File: src/rtl/btn_sched_pkg.sv
// btn_sched_pkg: shared types, defaults and width helpers for the button event scheduler
package btn_sched_pkg;
  localparam int NUM_BTNS_DEF = 4;
  localparam int TS_WIDTH_DEF = 16;
  typedef enum logic {EMPTY = 1'b0, FULL = 1'b1} state_t;
  function automatic int clog2(input int n);
    int r;
    for (r = 0; (1 << r) < n; r++) begin end
    return r;
  endfunction
  // Index width never collapses to zero, so a 1-lane or 1-count field stays legal.
  function automatic int idx_w(input int n);
    return (clog2(n) < 1) ? 1 : clog2(n);
  endfunction
endpackage

File: src/rtl/rr_arbiter.sv
// rr_arbiter: combinational round-robin search for the first request after the last grant
// Ports: req (request vector), last (previous winner), gnt_valid (any request), gnt_idx (winner)
module rr_arbiter
  import btn_sched_pkg::*;
#(
  parameter int N = 4,
  localparam int IDX_W = idx_w(N)
) (
  input  logic [N-1:0]     req,
  input  logic [IDX_W-1:0] last,
  output logic             gnt_valid,
  output logic [IDX_W-1:0] gnt_idx
);
  // Scanning from the farthest candidate down lets the nearest one after last overwrite the rest.
  always_comb begin
    gnt_valid = 1'b0;
    gnt_idx = '0;
    for (int k = N; k >= 1; k--) begin
      if (req[(int'(last) + k) % N]) begin
        gnt_valid = 1'b1;
        gnt_idx = IDX_W'((int'(last) + k) % N);
      end
    end
  end
endmodule

File: src/rtl/btn_event_scheduler.sv
// btn_event_scheduler: turns button presses into timestamped events on one valid/ready stream
// Ports: clk, rst (async, active-high); btn_level (debounced levels);
//        evt_valid/evt_ready/evt_lane/evt_time (event stream); pending (occupied slots);
//        overrun (sticky dropped-press flag) and clr_overrun (its synchronous clear)
module btn_event_scheduler
  import btn_sched_pkg::*;
#(
  parameter int NUM_BTNS = NUM_BTNS_DEF,
  parameter int TS_WIDTH = TS_WIDTH_DEF,
  parameter int TICK_DIV = 50000,
  localparam int IDX_W = idx_w(NUM_BTNS)
) (
  input  logic                clk,
  input  logic                rst,
  input  logic [NUM_BTNS-1:0] btn_level,
  output logic                evt_valid,
  input  logic                evt_ready,
  output logic [IDX_W-1:0]    evt_lane,
  output logic [TS_WIDTH-1:0] evt_time,
  output logic [NUM_BTNS-1:0] pending,
  output logic                overrun,
  input  logic                clr_overrun
);
  localparam int PW = idx_w(TICK_DIV);
  localparam logic [PW-1:0] PRE_MAX = PW'(TICK_DIV - 1);
  logic [PW-1:0]       r_pre;
  logic [TS_WIDTH-1:0] r_ts;
  logic [NUM_BTNS-1:0] r_prev;
  logic [NUM_BTNS-1:0] r_pend;
  logic [TS_WIDTH-1:0] r_stamp [NUM_BTNS];
  state_t              r_state;
  logic [IDX_W-1:0]    r_last;
  logic [IDX_W-1:0]    r_lane;
  logic [TS_WIDTH-1:0] r_time;
  logic                r_ovr;
  logic [NUM_BTNS-1:0] w_rise;
  logic                w_gnt_valid;
  logic [IDX_W-1:0]    w_gnt_idx;
  logic                w_do_grant;
  logic [NUM_BTNS-1:0] w_gnt_mask;
  logic [NUM_BTNS-1:0] w_capture;
  rr_arbiter #(.N(NUM_BTNS)) u_arb (
    .req       (r_pend),
    .last      (r_last),
    .gnt_valid (w_gnt_valid),
    .gnt_idx   (w_gnt_idx)
  );
  assign w_rise = btn_level & ~r_prev;
  assign w_do_grant = w_gnt_valid & ((r_state == EMPTY) | evt_ready);
  assign w_gnt_mask = w_do_grant ? (NUM_BTNS'(1) << w_gnt_idx) : '0;
  // A slot being granted this cycle is free to take a new press in the same cycle.
  assign w_capture = w_rise & (~r_pend | w_gnt_mask);
  assign evt_valid = (r_state == FULL);
  assign evt_lane = r_lane;
  assign evt_time = r_time;
  assign pending = r_pend;
  assign overrun = r_ovr;
  always_ff @(posedge clk or posedge rst) begin
    if (rst) begin
      r_pre <= '0;
      r_ts <= '0;
      r_prev <= '0;
      r_pend <= '0;
      for (int i = 0; i < NUM_BTNS; i++) r_stamp[i] <= '0;
      r_state <= EMPTY;
      r_last <= IDX_W'(NUM_BTNS - 1);
      r_lane <= '0;
      r_time <= '0;
      r_ovr <= 1'b0;
    end else begin
      r_pre <= (r_pre == PRE_MAX) ? '0 : r_pre + 1'b1;
      r_ts <= (r_pre == PRE_MAX) ? r_ts + 1'b1 : r_ts;
      r_prev <= btn_level;
      r_pend <= (r_pend & ~w_gnt_mask) | w_rise;
      for (int i = 0; i < NUM_BTNS; i++) if (w_capture[i]) r_stamp[i] <= r_ts;
      if (w_do_grant) begin
        r_state <= FULL;
        r_lane <= w_gnt_idx;
        r_time <= r_stamp[w_gnt_idx];
        r_last <= w_gnt_idx;
      end else if (evt_ready) begin
        r_state <= EMPTY;
      end
      // A drop in the same cycle as a clear keeps the flag set.
      r_ovr <= (|(w_rise & ~w_capture)) | (r_ovr & ~clr_overrun);
    end
  end
endmodule

File: config.mk
export PLATFORM = sky130hd
export DESIGN_NAME = btn_event_scheduler
export DESIGN_NICKNAME = d
export VERILOG_FILES = /design/src/rtl/btn_sched_pkg.sv /design/src/rtl/rr_arbiter.sv /design/src/rtl/btn_event_scheduler.sv
export SDC_FILE = /design/constraint.sdc
export NUM_CORES = 1
export LEC_CHECK = 0
export ABC_AREA = 1
export ABC_CLOCK_PERIOD_IN_PS = 5300
export BUFFER_PORTS_ARGS = -buffer_cell sky130_fd_sc_hd__buf_2
export CORE_MARGIN = 2
export CORE_UTILIZATION = 60
export CTS_BUF_LIST = sky130_fd_sc_hd__clkbuf_8
export DETAILED_ROUTE_END_ITERATION = 16
export PLACE_DENSITY = 0.76
export REMOVE_ABC_BUFFERS = 1
export SYNTH_ARGS = -nofsm -noshare
export SYNTH_HDL_FRONTEND = slang
export SYNTH_SLANG_ARGS = --single-unit
File: constraint.sdc
create_clock -name clk -period 5.3 [get_ports clk]
set_clock_uncertainty 0.1 [all_clocks]
set_input_delay 1.06 -clock clk [delete_from_list [all_inputs] [get_ports clk]]
set_output_delay 1.06 -clock clk [all_outputs]
set_load 0.02 [all_outputs]
* Word-level counts from Yosys, hierarchy flattened *
Index checks and enable logic that the tools add are counted.
Widths: inputs -> output; s select.

storage, ports and cells
  word-level logic and storage cells = 80
  bits of input ports = 8
  register bits = 126
  output and inout bits = 24

operators by class
  muxes and demuxes = 27
  add/subtract/negate cells = 6
  bitwise logic cells = 21
  shift-type cells = 1
  reductions and logical operators = 6
  equality and inequality tests = 1
  order comparisons = 5

operators by type and width
  operator               count
  $mux 16                3
  $add 16x1->16 const B  2
  $bmux 16 s2            1
  $and 4x4->4            4
  $eq 16x16->1 const B   1
  $lt 3x4->1 const B     4
  $not 4->4              4
  $mux 1                 14
  $bmux 1 s2             4
  $mux 2                 4
  $or 4x4->4             2
  $reduce_or 2->1        4
  $add 2x1->2 const B    2
  $add 2x2->2 const B    2
  $and 1x1->1 const A    4
  $mux 4                 1
  $reduce_or 4->1        1
  $shl 1x2->4 const A    1
  $ge 3x3->1 const B     1
  $not 2->3              1
  $and 1x1->1            2
  $not 1->1              2
  $or 1x1->1             2
  $reduce_bool 2->1      1

* Logic depth before layout (Yosys ltp) *
Gate-level depths: netlist of run 1.

  word-level depth = 18
  mapped depth = 19
  mapped depth without buffers = 17

* By module *
A second synthesis of run 1 with hierarchy kept.

second synthesis, totals
  cells, all modules = 752
  area, all modules = 6114.6 sq um

modules (own cells, without submodules)
  module               cells each  seq. area each (sq um)  area each (sq um)  instances
  btn_event_scheduler  701         3155.5                  5868.1             1
  rr_arbiter           51          0.0                     246.5              1

* Least setup slack after synthesis of run 1 *
Ideal clock, no wire load.

  path type = input to register
  start = input port evt_ready
  end = register r_stamp[23] (netlist bit)
  data arrival time = 1.852 ns
  stages = 8
  path slack = 3.223 ns
  path buffers = 1
  required time = 5.075 ns
  setup time = 0.125 ns
  cells stage by stage = nor2_1 -> nor2_4 -> nand4_1 -> nand2_1 -> nand2_2 -> buf_4 -> nand2_1 -> o21ai_2

between the ends
  longest elaborated chain between the ends = 5

ends and longest elaborated chain
  item             line                       source
  start, declared  btn_event_scheduler.sv:17  input logic evt_ready,
  $or 1x1->1       btn_event_scheduler.sv:49  assign w_do_grant = w_gnt_valid & ((r_state == EMPTY) | evt_ready);
  $and 1x1->1      btn_event_scheduler.sv:49
  $mux 4           btn_event_scheduler.sv:50  assign w_gnt_mask = w_do_grant ? (NUM_BTNS'(1) << w_gnt_idx) : '0;
  $or 4x4->4       btn_event_scheduler.sv:52  assign w_capture = w_rise & (~r_pend | w_gnt_mask);
  $and 4x4->4      btn_event_scheduler.sv:52
  end, declared    btn_event_scheduler.sv:30  logic [TS_WIDTH-1:0] r_stamp [NUM_BTNS];

Every way passes these cells.
A chain may end at the register's enable or synchronous reset.

* Worst setup path in the final report of run 1 *
  start = register r_last[0]
  end = register r_stamp[34] (netlist bit)

between the ends
  longest elaborated chain between the ends = 12
  elaborated cells on any way between the ends = 29
  classes of those cells = 4 x add/sub; 1 x shift; 21 x mux; 3 x bitwise

ends and longest elaborated chain
  item                                                   line                                                  source
  start, declared                                        btn_event_scheduler.sv:32                             logic [IDX_W-1:0] r_last;
  start signal, assigned                                 btn_event_scheduler.sv:66                             r_last <= IDX_W'(NUM_BTNS - 1);
  start signal, assigned                                 btn_event_scheduler.sv:80                             r_last <= w_gnt_idx;
  $add 2x1->2                                            rr_arbiter.sv:19, rr_arbiter.sv:21
  $bmux 1 s2                                             rr_arbiter.sv:19                                      if (req[(int'(last) + k) % N]) begin
  $mux 1 (implied by the code) (2 in series)             rr_arbiter.sv:19
  $mux 2 / $mux 1 (equally long branches) (4 in series)  rr_arbiter.sv:19
  $shl 1x2->4 / $and 1x1->1 (equally long branches)      btn_event_scheduler.sv:50, btn_event_scheduler.sv:49
  $mux 4 *                                               btn_event_scheduler.sv:50
  $or 4x4->4 *                                           btn_event_scheduler.sv:52
  $and 4x4->4 *                                          btn_event_scheduler.sv:52

Mark *: on every way between the ends. The rest lies on a longest branch, timed or not. The select of a mux whose other input is x is not followed.

==> results of run 1 <==
-- worst max-delay path by stage --
stage,depth (start not counted),from,to
2_1_floorplan,1,rst,evt_lane[0]$_DFFE_PP0P_
3_3_place_gp,15,r_last[0]$_DFFE_PP1P_,r_stamp[43]$_DFFE_PP0P_
3_5_place_dp,15,r_last[0]$_DFFE_PP1P_,r_stamp[34]$_DFFE_PP0P_
4_1_cts,15,r_last[0]$_DFFE_PP1P_,r_stamp[34]$_DFFE_PP0P_
5_1_grt,15,r_last[0]$_DFFE_PP1P_,r_stamp[41]$_DFFE_PP0P_
6_report,15,r_last[0]$_DFFE_PP1P_,r_stamp[34]$_DFFE_PP0P_
-- layout make-up --
| cell class | instances | area [um2] |
|---|---|---|
| Sequential cell | 126 | 3160 |
| Inverter | 75 | 292 |
| Timing Repair Buffer | 32 | 163 |
| Fill cell | 811 | 3190 |
| Multi-Input combinational cell | 496 | 2390 |
| Clock buffer | 18 | 248 |
| Tap cell | 133 | 166 |
| Clock inverter | 14 | 175 |
-- cell families (layout without fill, tap and decap cells) --
| family | after synthesis | in the layout | synth area share |
|---|---|---|---|
| XOR/XNOR | 16 | 16 | 0.0232 |
| buffers and inverters | 100 | 139 | 0.0813 |
| flip-flops | 126 | 126 | 0.523 |
| AO/OA/AOI/OAI | 114 | 114 | 0.117 |
| adder cells (fa/ha/maj) | 2 | 2 | 0.00415 |
| AND/OR/NAND/NOR | 364 | 364 | 0.251 |
-- cells in the mapped netlist (7+ instances only) --
cell type	count	area share
dfrtp_1	124	0.51
o21ai_0	16	0.013
buf_6	11	0.021
nand4_1	7	0.0073
nand3_1	21	0.017
xor2_1	16	0.023
a21oi_1	15	0.012
nand2_2	17	0.018
nor2_1	37	0.023
nand2_1	263	0.16
inv_1	68	0.042
o21ai_1	47	0.039
nor3_1	8	0.0066
o21ai_2	26	0.038
-- metrics by stage --
| stage | setup WS, ns | area [um2] | power (mW) |
|---|---|---|---|
| finish | 1.82 | 6590 | 3.51 |
| global route | 1.48 | 6590 | 3.74 |
| CTS | 1.82 | 6590 | 3.52 |
| detailed placement | 1.87 | 6160 | 2.62 |
| global placement | 2.12 | 6160 | 2.58 |
| floorplan | 0.787 | 5830 | 2.21 |
-- worst max-delay path: stages (launching register included) --
cell and delay [ns]:
dfstp_2 0.65, inv_8 0.06, nand2_2 0.06, nand2_2 0.06
nand2_1 0.08, nand2_1 0.08, inv_2 0.06, nand2_2 0.05
nand2_1 0.09, nand2_2 0.08, nand2_2 0.69, nand3_1 0.23
nand2_1 0.15, nand2_1 0.55, nand2_1 0.23, o21ai_1 0.09
-- power by group through the flow --
| stage | clock, mW | combinational [mW] | sequential, mW |
|---|---|---|---|
| global placement | 0 | 1.42 | 1.16 |
| floorplan | 0 | 0.973 | 1.23 |
| CTS | 0.899 | 1.47 | 1.15 |
| finish | 0.887 | 1.47 | 1.15 |
| global route | 0.942 | 1.64 | 1.16 |
| detailed placement | 0 | 1.46 | 1.16 |
-- placed cells by master, fill, tap and decap left out, types with 7 or more instances in the layout --
cell,synthesis,routed
a21oi_1,15,15
buf_2,5,31
clkbuf_8,0,18
dfrtp_1,124,124
inv_1,68,69
nand2_1,263,263
nand2_2,17,17
nand3_1,21,21
nand4_1,7,7
nor2_1,37,37
nor3_1,8,8
o21ai_0,16,16
o21ai_1,47,47
o21ai_2,26,26
xor2_1,16,16
-- routing by layer --
layer,wire (um),share of wire
met5,0,0
met4,143,0.012
met3,477,0.039
met2,6110,0.50
met1,5580,0.45
-- flip-flops by register name (all words and copies together), names as in the netlist --
signal	flops
evt_lane	2
evt_time	16
evt_valid	1
overrun	1
pending	4
r_last	2
r_pre	16
r_prev	4
r_stamp	64
r_ts	16
==> summary.md, run 1 <==
| Metric | Value |
|---|---|
| Total Routing Usage GR | `0.248` |
| Critical Path RT | `around 5.5 ns` |
| Reg power frac | `0.327` |
| Die width | `about 100 um` |
| Hold path startpoint | `r_prev[1]$_DFF_PP0_` |
| CTS Hold Bufs | `0` |
| Worst Hold Path EP | `pending[1]$_DFF_PP0_` |
| Post-CTS sizing | `0` |
| Vias | `4783` |
| Number of setup buffers added after CTS | `0` |
| CP endpoint kind | `register` |
| Ys async rst share | `1.00` |
| Starting density of the core | `0.617` |
| CP Class | `reg2reg` |
| Max Slew Vio Count | `0` |
| Pint | `1.97 mW` |
| Seq/Total Area, Yosys | `0.523` |
| Max-cap viol count | `0` |
| # rows | `36` |
| Die area | `0.0109 mm2` |
| Clock Tree Buf Depth | `2` |
| Gate power share | `0.420` |
| Final Util | `0.674` |
| Final Non-Filler Cells | `894` |
| Syn Inst Count | `722` |
| CTS Buf Count | `17` |
| Clk sink count | `126` |
| Routed WL | `12300 um` |
| TritonCTS clock tree | `built` |
| # setup viols final | `0` |
| Crit path time final | `between 3 and 4 ns` |
| P per Cell Area | `533 mW/mm2` |
| GP Congestion | `approximately 0.85` |
| Number of global-route vias before repair | `4731` |
| Routed vias/inst | `5.35` |
| Worst Hold Class | `reg2reg` |
| Setup TNS | `0 ns` |
| Die Height | `~100 um` |
| Wire length per cell | `roughly 14 um` |
| First-pass DRT Iterations | `4` |
| Final HPWL DP | `7920 um` |
| Core ar. | `0.00977 mm2` |
| Worst-Margin Slew | `between 1 and 1.5 ns` |
| Worst R2R End | `r_stamp[34]$_DFFE_PP0P_` |
| Residual DRC | `0` |
| H-tree depth | `4` |
| PortBufs | `31` |
| Endpoints failing hold | `0` |
| Main flop type after synthesis | `dfrtp_1` |
| Outcome | `finished, final reports clean` |
| Leak | `3.25 nW` |
| Cell count of the worst reg-to-reg path | `15` |
| Crit path max fanout | `49` |
| Global routing's busiest layer | `met2` |
| FMAX | `288 MHz` |
| Sw frac | `0.438` |
| Worst-case hold slack | `0.349 ns` |
| Met1 GRT Util | `0.315` |
| Met3 Track Usage GR | `0.0608` |
| Worst vdd ir | `between 0.0005 and 0.0006 V` |
| Largest net degree at the start of global routing | `85` |
| Post-synth EDFFs | `0` |
| Post-synth cell types | `34` |
| Root Driver | `clkbuf_8` |
| Met2 Use GR | `0.415` |
| Inst Count DP | `862` |
| Initial antenna violation count | `0` |
| # IOs | `32` |
| Clock power share | `0.253` |
| Reg-to-reg slack, setup | `1.82 ns` |
| RSZ-0062 raised after global routing | `no` |
| Yosys reg bits | `126` |
| Drt first-iter violations | `332` |
| First-pass GRT wire length | `21400 um` |
| Slew margin rel. | `0.333` |
| NetSw | `1.54 mW` |
| Startpoint types | `register` |
| Congestion Overflow GR | `0` |
| Syn avg cell area | `8.35 um2` |
| Worst-skew pair later-pin latency | `0.44 ns` |
| Area Growth Syn to Fin | `9.17%` |
| Nets | `approximately 760` |
| Share of layout cells above drive strength 1 | `0.159` |
| Mapped cell area | `0.00603 mm2` |
| Hold Path Stages | `1` |
| Worst-path clk slew | `0.08 ns` |
| Routed Antenna Nets | `0` |
| Tcrit/Tclk final | `0.656` |
| Arrival time at the worst endpoint | `3.67 ns` |
| R2r startpoint | `r_last[0]$_DFFE_PP1P_` |
| Synth warn | `0` |
| Antenna Cells | `0` |
Power figures use the tool's default switching activity.
==> inputs of run 2 (changes only) <==
ABC_CLOCK_PERIOD_IN_PS = 3550   (was 5300)
clock period = 3.55 ns   (was 5.3 ns; I/O delays follow)
==> run 2 against run 1 <==
Net effect:
- first-iteration DRC count decreased by 7.5%
- hold slack lost 0.057 ns
- sequential power up 49%
- setup slack lost 1.0 ns
- total power grew 53%
- critical path type unchanged
- critical endpoint is now r_stamp[54]$_DFFE_PP0P_
- largest cell class unchanged
- largest power group unchanged
==> summary.md, run 2 (synthesis gave the netlist of run 1 again) <==
| Metric | Value |
|---|---|
| Clock Tree Buf Depth | `2 (unchanged)` |
| Largest net degree at the start of global routing | `74 (-13%)` |
| Worst Hold Class | `in2reg` |
| Setup TNS | `0 ns (unchanged)` |
| Max Slew Vio Count | `0 (unchanged)` |
| Place WS | `0.851 ns (-1.02 ns)` |
| Total Routing Usage GR | `0.250 (+0.00272)` |
| FMAX | `363 MHz (+26%)` |
| Final Non-Filler Cells | `898 (+0.45%)` |
| Critical Path RT | `3.73 ns (-1.76 ns)` |
| Number of setup buffers added after CTS | `0 (unchanged)` |
| Number of flip-flops in the largest register | `64 (unchanged)` |
| H-tree depth | `4 (unchanged)` |
| Worst path slowest cell | `dfstp_2` |
| CTS Hold Bufs | `0 (unchanged)` |
| RSZ-0062 raised after global routing | `no` |
| Final Util | `0.682 (+0.00871)` |
| Max-cap viol count | `0 (unchanged)` |
| Worst-skew pair later-pin latency | `0.44 ns (about the same)` |
| First-pass DRT Iterations | `5 (+1)` |
| Leading cell type in the layout, fill and taps excluded | `nand2_1` |
| Reg power frac | `0.320 (-0.007)` |
| Clock power share | `0.269 (+0.016)` |
| Sw frac | `0.422 (-0.0166)` |
| # IOs | `32 (unchanged)` |
| Antenna Cells | `0 (unchanged)` |
| Startpoint types | `register` |
| # rows | `36 (unchanged)` |
| Tcrit/Tclk final | `0.775 (+0.119)` |
| TritonCTS clock tree | `built` |
| Most frequent cells in the layout | `nand2_1 (263), dfrtp_1 (124), inv_1 (68)` |
| CP endpoint kind | `register` |
| Starting density of the core | `0.617 (unchanged)` |
| Share of layout cells above drive strength 1 | `0.165 (+0.00570)` |
| Setup WS post-layout | `0.797 ns (-1.03 ns)` |
| GP Congestion | `0.875 (+2.4%)` |
| Worst path max stage delay | `0.65 ns (-0.04 ns)` |
| Routed WL | `12400 um (+0.89%)` |
| Endpoints failing hold | `0 (unchanged)` |
| CP cell instances | `inv_8, nand2_1, nand2_2, nand2_2, nand2_1, nand3_2, nand2_1, nand2_1, nand4_1, nand2_1, nand2_2, nand2_1, o21ai_1` |
| Worst-case hold slack | `0.292 ns (-0.0571 ns)` |
| Residual DRC | `0 (unchanged)` |
| Slew margin rel. | `0.314 (-0.0195)` |
| NetSw | `2.26 mW (+47%)` |
| First-pass GRT wire length | `21900 um (+2.2%)` |
| Crit path top cell by count | `nand2_1` |
| PortBufs | `31 (unchanged)` |
| Congestion Overflow GR | `0 (unchanged)` |
| Arrival time at the worst endpoint | `2.94 ns (-0.73 ns)` |
| Die area | `0.0109 mm2 (unchanged)` |
| Clk sink count | `126 (unchanged)` |
| CTS Buf Count | `17 (unchanged)` |
| Leak | `3.29 nW (+1.4%)` |
| Wire length per cell | `13.8 um (+0.44%)` |
| Area Growth Syn to Fin | `10.6%` |
| # setup viols final | `0 (unchanged)` |
| Drt first-iter violations | `307 (-7.5%)` |
| Routed vias/inst | `5.29 (-1.2%)` |
| Die Height | `104 um (unchanged)` |
| Vias | `4747 (-0.75%)` |
| Initial antenna violation count | `0 (unchanged)` |
| P per Cell Area | `803 mW/mm2 (+51%)` |
| Gate power share | `0.411 (-0.009)` |
| Post-CTS sizing | `0 (unchanged)` |
| Number of global-route vias before repair | `4740 (+0.19%)` |
| Crit path max fanout | `32 (-35%)` |
| Core ar. | `0.00977 mm2 (unchanged)` |
| CP Class | `reg2reg` |
| Final HPWL DP | `8100 um (+2.2%)` |
| Crit path time final | `2.75 ns (-0.725 ns)` |
| Worst-path clk slew | `0.07 ns (about the same)` |
| Root Driver | `clkbuf_8` |
| Outcome | `finished, final reports clean` |
| Pint | `3.10 mW (+57%)` |
| Routed Antenna Nets | `0 (unchanged)` |
| Nets | `762 (+0.53%)` |
| Worst vdd ir | `0.000456 V (-15%)` |
| Most flop-heavy register | `r_stamp` |
| Die width | `104 um (unchanged)` |
| Inst Count DP | `866 (+0.46%)` |
| Worst-Margin Slew | `1.02 ns (+0.0198 ns)` |
[run 2: changes by cell type in the layout (fill, tap and decap cells not counted), sizes merged]
cell	before	now
inv	76	75
bufinv	4	5
buf	32	36
clkinvlp	3	1
clkbuf	18	20
[run 2: power by group through the flow]
stage / Clock (mW) / Combinational, mW / Sequential [mW]
3_5_place_dp: 0 / 2.19 / 1.74
5_1_grt: 1.53 / 2.48 / 1.73
2_1_floorplan: 0 / 1.45 / 1.84
4_1_cts: 1.46 / 2.21 / 1.71
3_3_place_gp: 0 / 2.12 / 1.73
6_report: 1.44 / 2.20 / 1.71
[run 2: path summary, 6_finish.rpt]
check	from	to	slack (ns)	cells past startpoint
setup / recovery	r_last[0]$_DFFE_PP1P_	r_stamp[54]$_DFFE_PP0P_	0.80	13
hold / removal	btn_level[0]	r_prev[0]$_DFF_PP0_	0.29	1
setup reg to reg	r_last[0]$_DFFE_PP1P_	r_stamp[54]$_DFFE_PP0P_	0.80	13
hold reg to reg	r_prev[2]$_DFF_PP0_	pending[2]$_DFF_PP0_	0.35	1
max in group asynchronous	rst	r_stamp[38]$_DFFE_PP0P_	2.21	3
min in group asynchronous	rst	r_pre[1]$_DFF_PP0_	0.37	2
[run 2: worst max-delay path, delay by kind of cell (launching register included)]
kind | cells | cell delay (ns)
AO/OA/AOI/OAI | 1 | 0.10
buffers and inverters | 1 | 0.07
AND/OR/NAND/NOR | 11 | 1.68
flip-flops | 1 | 0.65
[run 2: area by class of cell]
class / count / area, um2
clock buffers: 20 / 275
clock inverters: 12 / 190
fillers: 787 / 3100
inverters: 75 / 292
multi-input cells: 496 / 2390
flip-flops and latches: 126 / 3160
well taps: 133 / 166
repair buffers: 36 / 205
[run 2: metrics by stage]
step	cell area [um2]	power [mW]
5_1_grt	6670	5.74
3_3_place_gp	6200	3.85
3_5_place_dp	6200	3.93
6_report	6670	5.36
2_1_floorplan	5830	3.30
4_1_cts	6670	5.38
[run 2: layer usage]
layer	wire, um	GRT usage	up-vias
met1	5690	0.330	2248
met2	6050	0.406	114
li1	-	-	2366
met3	512	0.0639	19
met4	160	0.0830	0
met5	0	0	-
